[config.mk]
export PLATFORM = sky130hd
export DESIGN_NAME = grf_scoreboard_flat
export DESIGN_NICKNAME = d
export VERILOG_FILES = /design/src/rtl/grf_scoreboard_if.sv /design/src/rtl/grf_scoreboard.sv /design/src/flat_wrapper.sv
export SDC_FILE = /design/constraint.sdc
export NUM_CORES = 1
export LEC_CHECK = 0
export ABC_CLOCK_PERIOD_IN_PS = 12950
export CAP_MARGIN = 20
export CORE_MARGIN = 1
export CORE_UTILIZATION = 30
export CTS_BUF_LIST = sky130_fd_sc_hd__clkbuf_2
export CTS_CLUSTER_DIAMETER = 150
export DETAILED_ROUTE_END_ITERATION = 12
export SLEW_MARGIN = 20
export SYNTH_ARGS = -nofsm -noshare
export SYNTH_HDL_FRONTEND = slang
export SYNTH_SLANG_ARGS = --single-unit
[constraint.sdc]
create_clock -name clk -period 12.95 [get_ports clk]
set_input_delay 3.885 -clock clk [delete_from_list [all_inputs] [get_ports clk]]
set_output_delay 3.885 -clock clk [all_outputs]
set_load 0.05 [all_outputs]
[src/rtl/grf_scoreboard_if.sv]
// D-stage read/write request and hazard-resolution results for the GRF scoreboard.
// The master side drives D-stage requests; the slave side returns stall and forward selects.
interface grf_scoreboard_if #(
  parameter int unsigned TW   = 2,
  parameter int unsigned CNTW = 32
);
  logic            d_valid;
  logic [4:0]      d_rs;
  logic [4:0]      d_rt;
  logic            d_rs_use;
  logic            d_rt_use;
  logic [TW-1:0]   d_tuse_rs;
  logic [TW-1:0]   d_tuse_rt;
  logic            d_we;
  logic [4:0]      d_a3;
  logic [TW-1:0]   d_tnew;
  logic            stall;
  logic [1:0]      fwd_rs;
  logic [1:0]      fwd_rt;
  logic [4:0]      e_busy_a3;
  logic [CNTW-1:0] stall_cnt;

  modport master (
    output d_valid, d_rs, d_rt, d_rs_use, d_rt_use, d_tuse_rs, d_tuse_rt,
           d_we, d_a3, d_tnew,
    input  stall, fwd_rs, fwd_rt, e_busy_a3, stall_cnt
  );

  modport slave (
    input  d_valid, d_rs, d_rt, d_rs_use, d_rt_use, d_tuse_rs, d_tuse_rt,
           d_we, d_a3, d_tnew,
    output stall, fwd_rs, fwd_rt, e_busy_a3, stall_cnt
  );
endinterface

[src/rtl/grf_scoreboard.sv]
// Tracks in-flight GRF writes in E/M/W and resolves D-stage stall and forward selects.
// stall and fwd_* are combinational on D inputs; entries and stall_cnt are registered.
module grf_scoreboard #(
  parameter int unsigned TW   = 2,
  parameter int unsigned CNTW = 32
) (
  input  logic             clk,
  input  logic             rst,
  grf_scoreboard_if.slave  sb
);

  localparam int unsigned AW = 5;

  localparam logic [1:0] FWD_GRF = 2'd0;
  localparam logic [1:0] FWD_E   = 2'd1;
  localparam logic [1:0] FWD_M   = 2'd2;
  localparam logic [1:0] FWD_W   = 2'd3;

  typedef struct packed {
    logic          valid;
    logic [AW-1:0] a3;
    logic [TW-1:0] tnew;
  } entry_t;

  typedef struct packed {
    logic       stall;
    logic [1:0] fwd;
  } res_t;

  entry_t          r_e;
  entry_t          r_m;
  entry_t          r_w;
  logic [CNTW-1:0] r_stall_cnt;

  entry_t w_e_next;
  entry_t w_m_next;
  entry_t w_w_next;
  logic   w_writing;
  logic   w_stall;
  res_t   w_res_rs;
  res_t   w_res_rt;

  // Youngest match wins; only E/M producers with a late result can stall.
  function automatic res_t resolve(
    input entry_t        e,
    input entry_t        m,
    input entry_t        w,
    input logic [AW-1:0] r,
    input logic          use_r,
    input logic [TW-1:0] tuse,
    input logic          dv
  );
    res_t          res;
    logic          nz;
    logic          hit;
    logic          in_em;
    logic [TW-1:0] t;
    logic [1:0]    src;
    res   = '0;
    nz    = (r != '0);
    hit   = 1'b0;
    in_em = 1'b0;
    t     = '0;
    src   = FWD_GRF;
    if (nz && e.valid && (e.a3 == r)) begin
      hit   = 1'b1;
      in_em = 1'b1;
      t     = e.tnew;
      src   = FWD_E;
    end else if (nz && m.valid && (m.a3 == r)) begin
      hit   = 1'b1;
      in_em = 1'b1;
      t     = m.tnew;
      src   = FWD_M;
    end else if (nz && w.valid && (w.a3 == r)) begin
      hit   = 1'b1;
      t     = '0;
      src   = FWD_W;
    end
    res.stall = dv && use_r && in_em && (t > tuse);
    res.fwd   = (use_r && hit && (t == '0)) ? src : FWD_GRF;
    return res;
  endfunction

  always_comb begin
    w_res_rs = resolve(r_e, r_m, r_w, sb.d_rs, sb.d_rs_use, sb.d_tuse_rs, sb.d_valid);
    w_res_rt = resolve(r_e, r_m, r_w, sb.d_rt, sb.d_rt_use, sb.d_tuse_rt, sb.d_valid);
    w_stall  = w_res_rs.stall | w_res_rt.stall;
  end

  // Pipeline advance: W takes M with tnew cleared, M takes E aged by one, E takes D or a bubble.
  always_comb begin
    w_writing     = sb.d_valid && sb.d_we && (sb.d_a3 != '0);

    w_w_next       = '0;
    w_w_next.valid = r_m.valid;
    w_w_next.a3    = r_m.a3;

    w_m_next       = '0;
    w_m_next.valid = r_e.valid;
    w_m_next.a3    = r_e.a3;
    w_m_next.tnew  = (r_e.tnew == '0) ? '0 : (r_e.tnew - TW'(1));

    w_e_next = '0;
    if (!w_stall && w_writing) begin
      w_e_next.valid = 1'b1;
      w_e_next.a3    = sb.d_a3;
      w_e_next.tnew  = sb.d_tnew;
    end
  end

  always_ff @(posedge clk) begin
    if (rst) begin
      r_e         <= '0;
      r_m         <= '0;
      r_w         <= '0;
      r_stall_cnt <= '0;
    end else begin
      r_e <= w_e_next;
      r_m <= w_m_next;
      r_w <= w_w_next;
      if (w_stall) begin
        r_stall_cnt <= r_stall_cnt + CNTW'(1);
      end
    end
  end

  assign sb.stall     = w_stall;
  assign sb.fwd_rs    = w_res_rs.fwd;
  assign sb.fwd_rt    = w_res_rt.fwd;
  assign sb.e_busy_a3 = r_e.valid ? r_e.a3 : '0;
  assign sb.stall_cnt = r_stall_cnt;

endmodule

[src/flat_wrapper.sv]
// flat-port wrapper written by rule: the top's interface ports become plain ports
module grf_scoreboard_flat 
#(
  parameter int unsigned TW   = 2,
  parameter int unsigned CNTW = 32
)
  (clk, rst, sb_d_valid, sb_d_rs, sb_d_rt, sb_d_rs_use, sb_d_rt_use, sb_d_tuse_rs, sb_d_tuse_rt, sb_d_we, sb_d_a3, sb_d_tnew, sb_stall, sb_fwd_rs, sb_fwd_rt, sb_e_busy_a3, sb_stall_cnt);
  grf_scoreboard_if #(.TW(TW), .CNTW(CNTW)) sb_i ();
  input  logic clk;
  input  logic rst;
  input wire logic [$bits(sb_i.d_valid)-1:0] sb_d_valid;
  input wire logic [$bits(sb_i.d_rs)-1:0] sb_d_rs;
  input wire logic [$bits(sb_i.d_rt)-1:0] sb_d_rt;
  input wire logic [$bits(sb_i.d_rs_use)-1:0] sb_d_rs_use;
  input wire logic [$bits(sb_i.d_rt_use)-1:0] sb_d_rt_use;
  input wire logic [$bits(sb_i.d_tuse_rs)-1:0] sb_d_tuse_rs;
  input wire logic [$bits(sb_i.d_tuse_rt)-1:0] sb_d_tuse_rt;
  input wire logic [$bits(sb_i.d_we)-1:0] sb_d_we;
  input wire logic [$bits(sb_i.d_a3)-1:0] sb_d_a3;
  input wire logic [$bits(sb_i.d_tnew)-1:0] sb_d_tnew;
  output wire logic [$bits(sb_i.stall)-1:0] sb_stall;
  output wire logic [$bits(sb_i.fwd_rs)-1:0] sb_fwd_rs;
  output wire logic [$bits(sb_i.fwd_rt)-1:0] sb_fwd_rt;
  output wire logic [$bits(sb_i.e_busy_a3)-1:0] sb_e_busy_a3;
  output wire logic [$bits(sb_i.stall_cnt)-1:0] sb_stall_cnt;
  assign sb_i.d_valid = sb_d_valid;
  assign sb_i.d_rs = sb_d_rs;
  assign sb_i.d_rt = sb_d_rt;
  assign sb_i.d_rs_use = sb_d_rs_use;
  assign sb_i.d_rt_use = sb_d_rt_use;
  assign sb_i.d_tuse_rs = sb_d_tuse_rs;
  assign sb_i.d_tuse_rt = sb_d_tuse_rt;
  assign sb_i.d_we = sb_d_we;
  assign sb_i.d_a3 = sb_d_a3;
  assign sb_i.d_tnew = sb_d_tnew;
  assign sb_stall = sb_i.stall;
  assign sb_fwd_rs = sb_i.fwd_rs;
  assign sb_fwd_rt = sb_i.fwd_rt;
  assign sb_e_busy_a3 = sb_i.e_busy_a3;
  assign sb_stall_cnt = sb_i.stall_cnt;
  grf_scoreboard #(.TW(TW), .CNTW(CNTW)) u_core (.clk(clk), .rst(rst), .sb(sb_i));
endmodule
Yosys cells after proc, flatten, opt, wreduce, memory -nomap -nowiden. Cells that the tools add are included.

Register bits: 54. Latch bits: 0. Bits in writable memories: 0. Bits in read-only memories: 0. Input port bits: 27. Output and inout bits: 42. Logic and storage cells: 79. Memories kept: 0.

Add/sub/neg operators: 2. Multiply operators: 0. Divide/modulo/power cells: 0. $lt $le $gt $ge: 2. Equal/unequal tests: 6. Shift-type cells: 0. Muxes and demuxes: 24. Bitwise logic cells: 2. Reduce and logical (&&, ||, !) cells: 34.

Operators by type and width (number): 32-bit by 1-bit adder with 32-bit output, second input constant (1); 5-bit == test (6); 1-bit logical AND (25); 2-bit two-way mux (12); 5-bit nonzero test (3); 1-bit two-way mux (10); 8-bit two-way mux (1); 2-bit zero test (3); 5-bit two-way mux (1); 2-bit > comparator (2); 2-bit OR reduction (2); 2-bit by 1-bit subtractor with 2-bit output, second input constant (1); 1-bit zero test (1); 1-bit NOT (1); 1-bit bitwise OR (1).

Logic depth before layout (Yosys ltp). Gate-level depths: netlist of run 1.

Depth after elaboration: 12. Depth in mapped cells: 14. Gate-level depth less buffers: 13.

Worst setup path after synthesis of run 1. No wires, ideal clock.

Path type: input to output. Start: input port sb_d_rs[0]. End: output port sb_stall. Data arrival time: 6.357 ns. Data required time: 9.065 ns. Setup slack: 2.708 ns. Cell stages on the path: 13. Path buffers: 2. Cells stage by stage: or4_1 > nor2_2 > or3_2 > nor2_1 > nand2_1 > o21ai_0 > ha_1 > nor2b_1 > o2111ai_1 > a21o_1 > buf_2 > buf_2 > nand2_1.

Word-level cells in the longest chain between the ends: 8. Elaborated cells on any way between the ends: 15. Those cells by class: 1 x order compare; 2 x eq/ne; 4 x mux; 1 x bitwise; 7 x reduce/logical.

Ends and longest elaborated chain: start, declared (RTL line flat_wrapper.sv:12) `input wire logic [$bits(sb_i.d_rs)-1:0] sb_d_rs;`; 5-bit nonzero test (RTL line grf_scoreboard.sv:60) `nz = (r != '0);`; 1-bit logical AND (2 in series) (RTL line grf_scoreboard.sv:70) `end else if (nz && m.valid && (m.a3 == r)) begin`; 2-bit two-way mux / 1-bit two-way mux (equally long branches) (RTL line grf_scoreboard.sv:70); 2-bit two-way mux / 1-bit two-way mux (equally long branches) (RTL line grf_scoreboard.sv:65) `if (nz && e.valid && (e.a3 == r)) begin`; 2-bit > comparator / 1-bit logical AND (equally long branches) (RTL line grf_scoreboard.sv:80) `res.stall = dv && use_r && in_em && (t > tuse);`; 1-bit logical AND * (RTL line grf_scoreboard.sv:80); 1-bit bitwise OR * (RTL line grf_scoreboard.sv:88) `w_stall = w_res_rs.stall | w_res_rt.stall;`; end, declared (RTL line flat_wrapper.sv:21) `output wire logic [$bits(sb_i.stall)-1:0] sb_stall;`.

Mark *: on every way between the ends. The rest lies on a longest branch, timed or not.

Worst setup path in the final report of run 1.
Start: input port sb_d_rt[0]. End: output port sb_stall.

Word-level cells in the longest chain between the ends: 8. Elaborated cells on any way between the ends: 15. Those cells by class: 1 x order compare; 2 x eq/ne; 4 x mux; 1 x bitwise; 7 x reduce/logical.

Ends and longest elaborated chain: start, declared (RTL line flat_wrapper.sv:13) `input wire logic [$bits(sb_i.d_rt)-1:0] sb_d_rt;`; 5-bit nonzero test (RTL line grf_scoreboard.sv:60); 1-bit logical AND (2 in series) (RTL line grf_scoreboard.sv:70); 2-bit two-way mux / 1-bit two-way mux (equally long branches) (RTL line grf_scoreboard.sv:70); 2-bit two-way mux / 1-bit two-way mux (equally long branches) (RTL line grf_scoreboard.sv:65); 2-bit > comparator / 1-bit logical AND (equally long branches) (RTL line grf_scoreboard.sv:80); 1-bit logical AND * (RTL line grf_scoreboard.sv:80); 1-bit bitwise OR * (RTL line grf_scoreboard.sv:88).

Marks and branches as above.

==> qor.yml, run 1 <==
sta:
  slew_viol_final: 0
  setup_viol: 0
  post-route-period-util: 0.893
  max_freq_mhz: 86.4
  clock_skew_ns: 0.0208
  hold-worst-slack_ns: 0.528
  setup_tns_ns: 0
  rsz0062_at_grt: "no"
  tightest_slew_ns: 0.933
  slew_headroom: 0.373
  min_period_ns: 11.57
  hold_viol: 0
  fin_ws_ns: 1.38
pwr:
  powerDensity_nw_per_um2: 71.0
  irDropWorstVdd_mv: 0.0354
  p_leak_nw: 1.40
cts:
  cts_buffers: 5
  clk_pin_slew_ns: 0.25
  root_buffer: "clkbuf_2"
  cts_tree: "yes"
  clockBufferDepth: 2
  post_cts_buffers: 0
  htree_levels: 2
  postCtsHoldBufs: 0
  ctsResizeCount: 0
  insertion_delay_ns: 0.44
  cts.sinks: 54
floorplan:
  die_x_um: 105
  start_util: 0.307
  ioPinCount: 69
  dieArea_um2: 10900
  die_h_um: 105
  num_rows: 37
  coreArea_um2: 10300
logic_synthesis:
  ys_warn_count: 0
  async_reset_ff_frac: 0
  yosys_most_used_dff: "dfxtp_1"
  synth_top_area_frac: 0.343
  synth_cells: 381
  synth_area_um2: 3150
  syn_avg_cell_area_um2: 8.28
  ys_seq_area_frac: 0.343
  synth_fp_nets: 414
  synth_edf_count: 0
  synth_cell_type_count: 41
  yosys.area.top_type: "dfxtp_1"
  synthTopCellsByArea: "dfxtp_1 (34%), nor2b_1 (8.5%), xnor2_1 (8.3%)"
  synth-seq-cells: 54
place:
  dp.cells: 572
  postPlaceCellArea_um2: 3950
  post-dp-hpwl_um: 6090
  globalplace.congestion: 0.820
  pre_cts_ws_ns: 1.38
  io_buffers: 68
detailed_routing:
  first_pass_iters: 4
  drc: 0
  vias: 2817
  routed_wl_um: 8120
  antenna_left: 0
  via_per_inst: 4.86
  wl_per_cell_um: 14.0
  drtIter0Drc: 127
layout:
  drive_gt1_frac: 0.0946
  final_area_um2: 4010
  area_growth_pct: 27.1
  n_fill_cell: 1060
  stdcell_count: 580
  antenna_cells: 0
  fin_nets: 476
worst_setup_path:
  start_kind: "input pin"
  cp-end-kind: "output pin"
  crit_fanout: 19
  worstSetupPathType: "input pin to output pin"
  cp_data_arrival_time_ns: 7.68
  required_ns: 9.06
global_route:
  grt_pass1_wl_um: 13600
  grt_pass1_vias: 2839
  grt_usage: 0.154
  antenna_found_initial: 0
  grt_overflow: 0
  grt_max_degree: 77
min_path:
  min_path_type: "register to register"
run_status:
  status: "completed"
flow_run:
  drv_cap: 0
## Yosys cell counts (3+ instances only)
master    count
dfxtp_1      54
ha_1          6
buf_2         5
and3_1        4
mux2_1        9
nor2_1       49
nor2b_1      43
a21o_1        3
nand2_1      24
a21oi_1      29
nand3_1      14
nor3_1        9
mux2_2       20
nor4_1        4
xnor2_1      30
o21ai_0       6
inv_1        11
nand4_1      14
clkbuf_1      8
and2_1        8
## worst max-delay path: stages
cell	delay (ns)
clkdlybuf4s50_1	0.51
or4_4	0.59
nor2_4	0.13
or3_1	0.18
nor2_1	0.07
nand2_1	0.09
o21ai_0	0.08
ha_1	0.29
nor2b_1	0.14
o2111ai_1	0.29
a21o_1	0.56
nand2_1	0.13
clkdlybuf4s50_1	0.73
## per-layer routing
metal  GRT usage  vias up  wire length, um
met1       0.206     1338             3900
met2       0.254       54             3890
met4      0.0408        0               42
met5           0        -                0
met3      0.0281        2              286
li1            -     1423                -
## metrics by stage
step,util,total power [mW]
finish,0.390,0.285
global route,0.390,0.298
CTS,0.390,0.288
detailed placement,0.384,0.201
global placement,0.384,0.201
floorplan,-,0.188
## power breakdown
| part | internal [mW] | leakage (nW) | switching, mW |
|---|---|---|---|
| sequential | 0.168 | 0.436 | 0.00190 |
| combinational | 0.0146 | 0.920 | 0.0134 |
| clock | 0.0320 | 0.0427 | 0.0543 |
## cell type report
type                    count  area, um2  area share
multi-input cells         300       1950       0.487
flip-flops and latches     54       1080       0.270
repair buffers             71        698       0.174
well taps                 136        170      0.0424
inverters                  11       41.3      0.0103
clock inverters             3       40.0     0.00998
clock buffers               5       25.0     0.00624
## state kept, by name, indices dropped and copies added (netlist names)
signal               cells
u_core.r_m               8
u_core.r_e               8
u_core.sb.stall_cnt     32
u_core.r_w               6
## cells in the final DEF (no fill, tap or decap), types with 2 or more instances in the layout
cell type,count
and4_1,2
or3_1,2
mux2i_1,2
o21ai_0,6
a22oi_1,2
xnor2_1,30
clkdlybuf4s50_1,67
a21oi_2,2
nor3b_1,2
or4_4,2
nand4_1,14
dfxtp_1,54
nor2b_1,43
buf_4,3
nand2_1,24
clkbuf_2,5
nor3b_2,2
o2111ai_1,2
and3_1,4
mux2_2,20
nand3_1,14
and2_1,8
nor3_1,9
a21o_1,3
clkinv_2,2
nor4_1,4
inv_1,11
ha_1,6
nor2_1,49
a21boi_0,2
mux2_1,9
a21oi_1,29
## cell families (layout without fill, tap and decap cells)
family          count (synthesis)  count (layout)  synth area share
xor+xnor                       30              30            0.0833
simple gates                  185             185             0.315
compound gates                 48              48            0.0881
buf+inv                        27              90            0.0377
fa+ha+maj                       6               6            0.0238
flops                          54              54             0.343
mux                            31              31             0.110
## worst paths after layout
| kind | slack, ns | to | depth (start not counted) | startpoint |
|---|---|---|---|---|
| setup / recovery | 1.38 | sb_stall | 13 | sb_d_rt[0] |
| hold / removal | 0.53 | u_core.r_w[7] | 1 | u_core.r_m[7] |
| setup reg to reg | 9.41 | u_core.sb.stall_cnt[11] | 13 | u_core.r_e[6] |
| hold reg to reg | 0.53 | u_core.r_w[7] | 1 | u_core.r_m[7] |
Note: power is estimated with default switching activity, not from simulation.
==> run 2, diff against run 1 <==
- SETUP_SLACK_MARGIN: default -> 0.05
==> results of run 2 <==
Final layout, timing and power as in run 1 (identical DEF).
